`src/rtl/signal_stats.sv`:
```
// signal_stats: per-window min/max/peak-to-peak/midpoint/mean of an unsigned ADC stream
module signal_stats #(
  parameter int DATA_W   = 12,
  parameter int LOG2_WIN = 10
) (
  input  logic              clk,
  input  logic              rst,
  input  logic [DATA_W-1:0] sample_in,
  input  logic              sample_valid,
  input  logic              clear,
  input  logic              peak_hold,
  output logic [DATA_W-1:0] max_out,
  output logic [DATA_W-1:0] min_out,
  output logic [DATA_W-1:0] amplitude,
  output logic [DATA_W-1:0] dc_offset,
  output logic [DATA_W-1:0] mean_out,
  output logic              stats_valid
);
  localparam int ACC_W = DATA_W + LOG2_WIN;
  typedef enum logic {EMPTY, ACCUM} state_t;
  state_t                state;
  logic [DATA_W-1:0]     run_max, run_min, nxt_max, nxt_min;
  logic [ACC_W-1:0]      acc, nxt_acc;
  logic [LOG2_WIN-1:0]   cnt;
  logic [DATA_W:0]       mid;
  logic                  last;
  // Running max/min idle at (0, all ones), so comparing the first sample equals loading it.
  always_comb begin
    nxt_max = sample_in > run_max ? sample_in : run_max;
    nxt_min = sample_in < run_min ? sample_in : run_min;
    nxt_acc = (state == EMPTY ? '0 : acc) + ACC_W'(sample_in);
    mid     = {1'b0, nxt_max} + {1'b0, nxt_min};
    last    = &cnt;
  end
  always_ff @(posedge clk) begin
    if (rst) begin
      state       <= EMPTY;
      run_max     <= '0;
      run_min     <= '1;
      acc         <= '0;
      cnt         <= '0;
      max_out     <= '0;
      min_out     <= '0;
      amplitude   <= '0;
      dc_offset   <= '0;
      mean_out    <= '0;
      stats_valid <= 1'b0;
    end else begin
      stats_valid <= 1'b0;
      if (clear) begin
        state   <= EMPTY;
        run_max <= '0;
        run_min <= '1;
        acc     <= '0;
        cnt     <= '0;
      end else if (sample_valid) begin
        if (last) begin
          state       <= EMPTY;
          acc         <= '0;
          cnt         <= '0;
          run_max     <= peak_hold ? nxt_max : '0;
          run_min     <= peak_hold ? nxt_min : '1;
          max_out     <= nxt_max;
          min_out     <= nxt_min;
          amplitude   <= nxt_max - nxt_min;
          dc_offset   <= mid[DATA_W:1];
          mean_out    <= nxt_acc[ACC_W-1:LOG2_WIN];
          stats_valid <= 1'b1;
        end else begin
          state   <= ACCUM;
          acc     <= nxt_acc;
          cnt     <= cnt + 1'b1;
          run_max <= nxt_max;
          run_min <= nxt_min;
        end
      end
    end
  end
endmodule

```
`config.mk`:
```
export PLATFORM = sky130hd
export DESIGN_NAME = signal_stats
export DESIGN_NICKNAME = d
export VERILOG_FILES = /design/src/rtl/signal_stats.sv
export SDC_FILE = /design/constraint.sdc
export NUM_CORES = 1
export LEC_CHECK = 0
export CORE_MARGIN = 4
export CORE_UTILIZATION = 40
export CTS_CLUSTER_SIZE = 25
export DETAILED_ROUTE_END_ITERATION = 8
export PLACE_DENSITY = 0.63
export RECOVER_POWER = 50
export REMOVE_ABC_BUFFERS = 1
export SLEW_MARGIN = 10
export SYNTH_ARGS = -nofsm -noshare
export SYNTH_HDL_FRONTEND = slang
export SYNTH_SLANG_ARGS = --single-unit
export TNS_END_PERCENT = 50
```
`constraint.sdc`:
```
create_clock -name clk -period 4 [get_ports clk]
set_input_delay 0.4 -clock clk [delete_from_list [all_inputs] [get_ports clk]]
set_output_delay 0.4 -clock clk [all_outputs]
set_load 0.005 [all_outputs]
```
==> results of run 1 <==
-- worst max path at each step --
stage | from | endpoint | slack (ps)
after detailed placement | sample_in[9] | dc_offset[11]$_SDFFE_PP0P_ | -520
after global placement | sample_in[10] | dc_offset[11]$_SDFFE_PP0P_ | -430
after global routing | sample_in[6] | amplitude[8]$_SDFFE_PP0P_ | -30
after floorplan | sample_valid | dc_offset[10]$_SDFFE_PP0P_ | -450
final | sample_in[10] | dc_offset[11]$_SDFFE_PP0P_ | 130
after CTS | sample_in[9] | dc_offset[11]$_SDFFE_PP0P_ | -10
-- layout by cell type, fill, tap and decap left out, drive strengths merged, types with 4 or more instances in the layout --
master	count
nor2	123
dfxtp	118
buf	102
a21oi	80
nand2	77
inv	61
dlygate4sd3	61
ha	58
a211oi	38
o21ai	34
nand3	26
clkbuf	23
xnor2	21
xor2	16
mux2i	14
nor3	13
and2	13
o22ai	12
or3	10
clkdlybuf4s50	8
o21a	8
o31ai	8
nand4	7
a21o	7
dlymetal6s2s	7
nand2b	6
and3	6
nor2b	5
a22oi	5
nand3b	4
o21bai	4
bufinv	4
a31oi	4
-- final cells by class --
cell class	count	area [sq um]
clock inverters	9	150
clock buffers	22	464
inverters	61	229
well taps	220	275
multi-input cells	637	4180
repair buffers	179	1560
fillers	1631	7480
flip-flops and latches	118	2360
-- per-layer routing --
layer  up-vias  track usage
met5         -            0
met1      2946        0.237
met4         0       0.0541
met3        15       0.0434
met2        85        0.306
li1       3297            -
-- worst max-delay path: cells and delay by family --
| kind | cells | cell delay, ps |
|---|---|---|
| adder cells (fa/ha/maj) | 2 | 610 |
| buffers and inverters | 4 | 950 |
| AND/OR/NAND/NOR | 5 | 730 |
| multiplexers | 1 | 200 |
| AO/OA/AOI/OAI | 9 | 1320 |
-- cells in the mapped netlist, drive strengths merged, types with 8 or more instances --
cell	instances
a211oi	38
a21oi	80
and2	13
buf	13
clkbuf	38
dfxtp	118
ha	58
inv	61
mux2i	14
nand2	77
nand3	26
nor2	123
nor3	13
o21a	8
o21ai	34
o22ai	12
o31ai	8
or3	10
xnor2	21
xor2	16
-- cell families (layout without fill, tap and decap cells) --
kind of cell,Yosys count,after routing
compound gates,221,221
xor+xnor,37,37
fa+ha+maj,61,61
buf+inv,112,271
flops,118,118
mux,17,17
simple gates,301,301
-- report_power, final --
part	switching, uW	total, uW	internal (uW)
registers	7.53	1200	1190
logic	318	613	295
clock network	542	1610	1070
-- per-stage QoR --
| step | TNS (ps) | instances | total power, uW | hold WS, ps | instance area, sq um |
|---|---|---|---|---|---|
| 6_report | 0 | 1246 | 3420 | 446 | 9220 |
| 2_1_floorplan | -18740 | 816 | 1540 | 415 | 6660 |
| 3_5_place_dp | -4900 | 1212 | 1810 | 441 | 8470 |
| 5_1_grt | -81.1 | 1246 | 3570 | 471 | 9220 |
| 3_3_place_gp | -3910 | 1212 | 1800 | 430 | 8470 |
| 4_1_cts | -12.0 | 1244 | 3420 | 449 | 9090 |
-- state kept, by name (all words and copies together) (netlist names), 10 cells and up --
name,count
acc,22
amplitude,12
cnt,10
dc_offset,12
max_out,12
mean_out,12
min_out,12
run_max,12
run_min,12
-- repair_timing --
item,4_1_cts,5_1_grt
endpoints found under the setup margin,6,11
buffers inserted,1,2
gates resized for setup,4,26
pin swaps,0,14
==> results.yml, run 1 <==
run_status:
  outcome: "finished clean"
logic_synthesis:
  seq_area_frac_synth: 0.344
  ys_seq_elements: 118
  muxShareOfSynthArea: 0.0259
  syn_avg_cell_area_sq_um: 7.91
  syn_inst: 867
  synth_edf_count: 0
  synth_xor_xnor_area_share: 0.0472
  ys_types: 65
  yosysWarningCount: 0
  synth_ff_type: "dfxtp_1"
  synthAdderAreaFrac: 0.115
  async_flop_share: 0
  synth-compound-area-share: 0.208
  yosysTopAreaCell: "dfxtp_1"
  ys_top_cells_by_area: "dfxtp_1 34%, ha_1 11%, nor2_1 6.7%, a21oi_1 5.8%, nand2_1 4.2%"
  synth_top_area_frac: 0.344
  synth_top_family_by_area: "compound AO/OA/AOI/OAI gates"
  synth-simple-area-share: 0.197
  synth_area_sq_um: 6860
timing:
  hold_viol: 0
  final.period_utilization: 0.968
  worstMarginPinSlew_ps: 1090
  slew_headroom: 0.276
  finalMaxSlewViolations: 0
  fin_ws_ps: 129
  max_freq_ghz: 0.258
  min_period_ps: 3870
  rsz0062_at_grt: "yes"
  finalSetupViolCount: 0
  skew_ps: 8.68
final_layout:
  n_antenna_cell: 0
  drive_gt1_frac: 0.158
  nNetsFinal: 1092
  post-route-util: 0.552
  synthToLayoutAreaGrowth_pct: 34.4
drt:
  drc_errors: 0
  totalWireLength_mm: 17.7
  dr.pass1.iters: 6
  drtAntennaViolNets: 0
  wl_per_cell_um: 14.2
  top_layer_used: "met4"
  drt_first_iter_violations: 340
  viasPerCell: 5.09
  met3WireLength_um: 551
  drt-met1-wl_mm: 8.57
  vias: 6343
  wl_met2_mm: 8.36
global_route:
  overflow: 0
  grt_usage: 0.184
  grt_pass1_vias: 5910
  grt_pass1_wl_mm: 29.0
  grt_max_degree: 97
  antenna_found_initial: 0
power:
  power_density_nw_per_um2: 371
  irDropWorstVdd_uv: 309
  p_leak_uw: 0.00409
critical_path:
  cpMostUsedCell: "buf_4"
  r2r-end: "dc_offset[11]$_SDFFE_PP0P_"
  slowest_delay_ps: 500
  path_cells: "clkdlybuf4s50_1 > ha_1 > buf_4 > a21oi_1 > nand2_1 > a21oi_2 > buf_4 > a31oi_4 > mux2i_2 > buf_4 > or2_1 > fa_2 > o21bai_1 > a21o_1 > a21oi_2 > o21ai_2 > a31oi_1 > nor2_1 > nor2_1 > o21a_1 > nor4_1"
  start_kind: "input pin"
  cp.required_ps: 4320
  crit_fanout: 6
  r2r_slack_ps: 180
  reg2reg_depth: 21
  r2r-start: "run_max[10]$_SDFFE_PP0P_"
  worstSetupEndpointType: "register"
  cp.arrival_ps: 4200
  critical-path-slowest-cell: "clkdlybuf4s50_1"
  critPathKind: "in -> reg"
cts:
  clock_latency_ps: 420
  clockBufferDepth: 2
  cts_hold_buf: 0
  clk_pin_slew_worst_paths_ps: 50
  cts_tree: "built"
  clock-root-buffer: "clkbuf_16"
  cts_sinks: 118
  cts_buffers: 17
  h-tree-depth: 4
hold_path:
  holdPathEnd: "acc[10]$_SDFFE_PP0P_"
  min_from: "acc[10]$_SDFFE_PP0P_"
  hold_class: "reg -> reg"
  holdPathStages: 2
die:
  die_w_um: 139
  boundaryPins: 78
  coreArea_sq_um: 16700
  rows: 47
  dieArea_sq_um: 19300
  initial_core_util: 0.411
  dieHeight_um: 139
placement:
  hpwlAfterDp_mm: 12.7
  port_buffers: 77
  dp_slack_ps: -520
  routabilityCongestion: 0.840
run:
  cap_viol_max_count: 0
No activity file was read; power rests on OpenSTA's default activity.
==> run 2, diff against run 1 <==
--- a/config.mk
+++ b/config.mk
@@ -12,6 +12,7 @@
 export PLACE_DENSITY = 0.63
 export RECOVER_POWER = 50
 export REMOVE_ABC_BUFFERS = 1
+export SKIP_LAST_GASP = 1
 export SLEW_MARGIN = 10
 export SYNTH_ARGS = -nofsm -noshare
 export SYNTH_HDL_FRONTEND = slang
==> results.yml, run 2 (synthesized netlist as in run 1, its figures left out) <==
cts:
  clockBufferDepth: 2
  clk_pin_slew_worst_paths_ps: 50
  cts_tree: "built"
  cts_hold_buf: 0
  cts_buffers: 17
  clock-root-buffer: "clkbuf_16"
  cts_sinks: 118
  clock_latency_ps: 420
  h-tree-depth: 4
critical_path:
  critPathKind: "in -> reg"
  critical-path-slowest-cell: "clkdlybuf4s50_1"
  worstSetupEndpointType: "register"
  slowest_delay_ps: 500
  start_kind: "input pin"
  cp.arrival_ps: 4200
  crit_fanout: 6
  cp.required_ps: 4330
  path_cells: "clkdlybuf4s50_1 > ha_1 > buf_4 > a21oi_1 > nand2_1 > a21oi_2 > buf_4 > a31oi_4 > mux2i_2 > buf_4 > or2_1 > fa_2 > o21bai_1 > a21o_1 > a21oi_2 > o21ai_2 > a31oi_1 > nor2_1 > nor2_1 > o21a_1 > nor4_1"
  cpMostUsedCell: "buf_4"
die:
  die_w_um: 139
  dieHeight_um: 139
  dieArea_sq_um: 19300
  rows: 47
  coreArea_sq_um: 16700
  initial_core_util: 0.411
  boundaryPins: 78
final_layout:
  synthToLayoutAreaGrowth_pct: 34.0
  n_antenna_cell: 0
  largest_reg_flops: 22
  final_common_cell: "nor2_1"
  top_register: "acc"
  nNetsFinal: 1091
  layout_common_cells: "123 x nor2_1, 118 x dfxtp_1, 98 x buf_4"
  final_cell_area_sq_um: 9200
  final_cells: 1245
  fillers: 1638
  drive_gt1_frac: 0.153
power:
  power_density_nw_per_um2: 371
  power_uw: 3410
  p_leak_uw: 0.00408
  irDropWorstVdd_uv: 313
run_status:
  outcome: "finished clean"
hold_path:
  hold_class: "reg -> reg"
placement:
  hpwlAfterDp_mm: 12.7
  dp_cells: 1212
  port_buffers: 77
  routabilityCongestion: 0.840
  dpl-instance-area_sq_um: 8470
  dp_slack_ps: -520
global_route:
  grt_pass1_vias: 5910
  antenna_found_initial: 0
  grt_usage: 0.184
  grt_max_degree: 97
  overflow: 0
  grt_pass1_wl_mm: 29.0
drt:
  drt_first_iter_violations: 308
  vias: 6322
  viasPerCell: 5.08
  totalWireLength_mm: 17.6
  dr.pass1.iters: 4
  wl_per_cell_um: 14.1
  drc_errors: 0
  drtAntennaViolNets: 0
timing:
  max_freq_ghz: 0.258
  final.period_utilization: 0.970
  hold_viol: 0
  slew_headroom: 0.252
  timing.setup.tns_ps: 0
  skew_ps: 7.71
  finalSetupViolCount: 0
  rsz0062_at_grt: "yes"
  min_period_ps: 3880
  fin_ws_ps: 122
  finalMaxSlewViolations: 0
  worstMarginPinSlew_ps: 1120
run:
  cap_viol_max_count: 0
## run 2: changes by cell type in the layout (fill, tap and decap cells not counted), sizes merged
| cell | before | now |
|---|---|---|
| buf | 102 | 101 |
## run 2: critical path, delay by kind of cell
family	cells	cell delay, ps
AND/OR/NAND/NOR	5	730
buffers and inverters	4	950
multiplexers	1	200
AO/OA/AOI/OAI	9	1340
adder cells (fa/ha/maj)	2	610
## run 2: layer usage
metal | global-route usage | share of wire | wire length (um) | vias up
li1 | - | - | - | 3294
met1 | 0.237 | 0.47 | 8360 | 2912
met2 | 0.306 | 0.47 | 8300 | 94
met3 | 0.0434 | 0.041 | 719 | 22
met4 | 0.0541 | 0.013 | 236 | 0
met5 | 0 | 0 | 0 | -
## run 2: final timing paths
path | end | slack (ps) | depth (start not counted) | from
worst max register to register | dc_offset[11]$_SDFFE_PP0P_ | 170 | 21 | run_max[10]$_SDFFE_PP0P_
worst min-delay path | acc[10]$_SDFFE_PP0P_ | 450 | 2 | acc[10]$_SDFFE_PP0P_
worst min register to register | acc[10]$_SDFFE_PP0P_ | 450 | 2 | acc[10]$_SDFFE_PP0P_
worst max-delay path | dc_offset[11]$_SDFFE_PP0P_ | 120 | 21 | sample_in[10]
## run 2: timing repair
item	in CTS	in global routing
setup buffers	1	1
gates resized for setup	3	23
setup endpoints to repair	6	11
pin swaps	0	12
## run 2: cell type report
type | instances | area, sq um | area share
Tap cell | 220 | 275 | 0.0299
Clock buffer | 22 | 464 | 0.0505
Inverter | 61 | 229 | 0.0249
Sequential cell | 118 | 2360 | 0.257
Multi-Input combinational cell | 637 | 4160 | 0.452
Timing Repair Buffer | 178 | 1550 | 0.169
Clock inverter | 9 | 150 | 0.0163
## run 2: stage by stage
stage / utilization / hold slack [ps]
4_1_cts: 0.544 / 449
3_5_place_dp: 0.507 / 441
2_1_floorplan: - / 415
5_1_grt: 0.551 / 471
6_report: 0.551 / 446
3_3_place_gp: 0.507 / 430
## run 2: power by group
part           switching [uW]  leakage (uW)  internal, uW
clock                     543      0.000296          1070
sequential               7.54      0.000954          1190
combinational             315       0.00283           292
==> run 3, diff against run 2 <==
--- a/config.mk
+++ b/config.mk
@@ -9,9 +9,10 @@
 export CORE_UTILIZATION = 40
 export CTS_CLUSTER_SIZE = 25
 export DETAILED_ROUTE_END_ITERATION = 8
-export PLACE_DENSITY = 0.63
+export PLACE_DENSITY = 0.61
 export RECOVER_POWER = 50
 export REMOVE_ABC_BUFFERS = 1
+export SKIP_CTS_REPAIR_TIMING = 1
 export SKIP_LAST_GASP = 1
 export SLEW_MARGIN = 10
 export SYNTH_ARGS = -nofsm -noshare
==> constraint.sdc (replaced) <==
create_clock -name clk -period 4.6 [get_ports clk]
set_input_delay 0.46 -clock clk [delete_from_list [all_inputs] [get_ports clk]]
set_output_delay 0.46 -clock clk [all_outputs]
set_load 0.005 [all_outputs]
==> results.yml, run 3 (synthesized netlist as in run 1, its figures left out) <==
timing:
  worstMarginPinSlew_ps: 754
  finalMaxSlewViolations: 0
  max_freq_ghz: 0.239
  rsz0062_at_grt: "no"
  timing.setup.tns_ps: 0
  slew_headroom: 0.496
  final.period_utilization: 0.909
  finalSetupViolCount: 0
  hold_viol: 0
  min_period_ps: 4180
  skew_ps: 8.14
power:
  p_leak_uw: 0.00373
  irDropWorstVdd_uv: 259
  power_density_nw_per_um2: 318
final_layout:
  post-route-util: 0.516
  nNetsFinal: 1039
  largest_reg_flops: 22
  top_register: "acc"
  drive_gt1_frac: 0.0887
  synthToLayoutAreaGrowth_pct: 25.7
  layout_common_cells: "123 x nor2_1, 118 x dfxtp_1, 80 x a21oi_1"
  final_common_cell: "nor2_1"
critical_path:
  reg2reg_depth: 19
  r2r-start: "run_min[7]$_SDFFE_PP1P_"
  start_kind: "input pin"
  worstSetupEndpointType: "register"
  critPathKind: "in -> reg"
  cp.required_ps: 4900
  crit_fanout: 5
  r2r-end: "amplitude[11]$_SDFFE_PP0P_"
  cp.arrival_ps: 4480
  r2r_slack_ps: 660
drt:
  dr.pass1.iters: 7
  viasPerCell: 5.10
  totalWireLength_mm: 17.0
  drtAntennaViolNets: 0
  wl_per_cell_um: 14.3
  vias: 6079
  drt_first_iter_violations: 283
  drc_errors: 0
hold_path:
  min_from: "acc[10]$_SDFFE_PP0P_"
  holdPathStages: 2
  holdPathEnd: "acc[10]$_SDFFE_PP0P_"
  hold_class: "reg -> reg"
placement:
  hpwlAfterDp_mm: 12.5
  routabilityCongestion: 0.896
  port_buffers: 77
die:
  coreArea_sq_um: 16700
  boundaryPins: 78
  rows: 47
  initial_core_util: 0.411
  dieHeight_um: 139
  die_w_um: 139
  dieArea_sq_um: 19300
cts:
  h-tree-depth: 4
  clk_pin_slew_worst_paths_ps: 50
  clock-root-buffer: "clkbuf_16"
  cts_sinks: 118
  clock_latency_ps: 420
  cts_buffers: 17
  cts_tree: "built"
  clockBufferDepth: 2
global_route:
  grt_usage: 0.179
  grt_pass1_vias: 5860
  grt_pass1_wl_mm: 28.8
  overflow: 0
  antenna_found_initial: 0
  grt_max_degree: 58
run_status:
  outcome: "finished clean"
run:
  cap_viol_max_count: 0
## run 3: changes by cell type in the layout (fill, tap and decap cells not counted), moves of 2 or more
cell / previous run / this run
a21oi_1: 74 / 80
a21oi_2: 6 / 0
buf_4: 98 / 46
bufinv_16: 4 / 1
clkbuf_8: 2 / 6
clkdlybuf4s50_1: 8 / 14
clkinvlp_4: 2 / 0
dlymetal6s2s_1: 7 / 0
ha_1: 54 / 58
ha_4: 3 / 0
o21ai_0: 28 / 31
o21ai_2: 3 / 1
## run 3: worst max path at each step
stage | start | to | slack (ps) | cells after the start
global route | sample_in[5] | dc_offset[11]$_SDFFE_PP0P_ | 50 | 18
CTS | sample_in[2] | amplitude[11]$_SDFFE_PP0P_ | 470 | 19
global placement | sample_in[2] | amplitude[11]$_SDFFE_PP0P_ | 90 | 19
finish | sample_in[5] | amplitude[11]$_SDFFE_PP0P_ | 420 | 19
detailed placement | sample_in[2] | amplitude[11]$_SDFFE_PP0P_ | 30 | 19
floorplan | sample_valid | dc_offset[10]$_SDFFE_PP0P_ | 90 | 6
## run 3: area by class of cell
type                       instances  area [sq um]
antenna                            1          2.50
clock buffer                      24           512
clock inverter                     4          45.0
fill                            1648          8080
inverter                          61           229
multi-input combinational        637          4070
sequential                       118          2360
tap                              220           275
timing repair buffer             126          1130
## run 3: layer usage
layer | part of all wire | GRT usage
met1 | 0.47 | 0.233
met2 | 0.47 | 0.296
met3 | 0.041 | 0.0341
met4 | 0.019 | 0.0680
met5 | 0 | 0
## run 3: metrics by stage
| step | worst slack (ps) | hold WS, ps | total power, uW | area (sq um) | instances |
|---|---|---|---|---|---|
| 2_1_floorplan | 88.2 | 415 | 1340 | 6660 | 816 |
| 3_3_place_gp | 93.7 | 430 | 1510 | 8080 | 1162 |
| 3_5_place_dp | 34.7 | 434 | 1510 | 8080 | 1162 |
| 4_1_cts | 470 | 443 | 2780 | 8630 | 1190 |
| 5_1_grt | 45.5 | 459 | 2870 | 8620 | 1190 |
| 6_report | 418 | 444 | 2740 | 8620 | 1191 |
## run 3: where the power goes
| part | internal [uW] | total (uW) | switching [uW] | leakage, uW |
|---|---|---|---|---|
| clock network | 813 | 1260 | 444 | 0.000280 |
| registers | 1030 | 1040 | 6.79 | 0.000954 |
| logic | 196 | 446 | 250 | 0.00250 |
| total | 2040 | 2740 | 701 | 0.00373 |
## run 3: critical path, cell delays in order
cell and delay (ps):
clkdlybuf4s50_1 540, ha_1 370, nand2_1 50, nor3_1 160
a21oi_1 90, o21ai_0 390, buf_4 220, nand2_1 60
o21a_1 180, ha_1 330, nor2b_1 130, o21ai_0 200
a21oi_1 120, o21ai_0 230, a21oi_1 140, a41o_1 280
o41a_1 320, mux2i_1 160, nor2_1 50
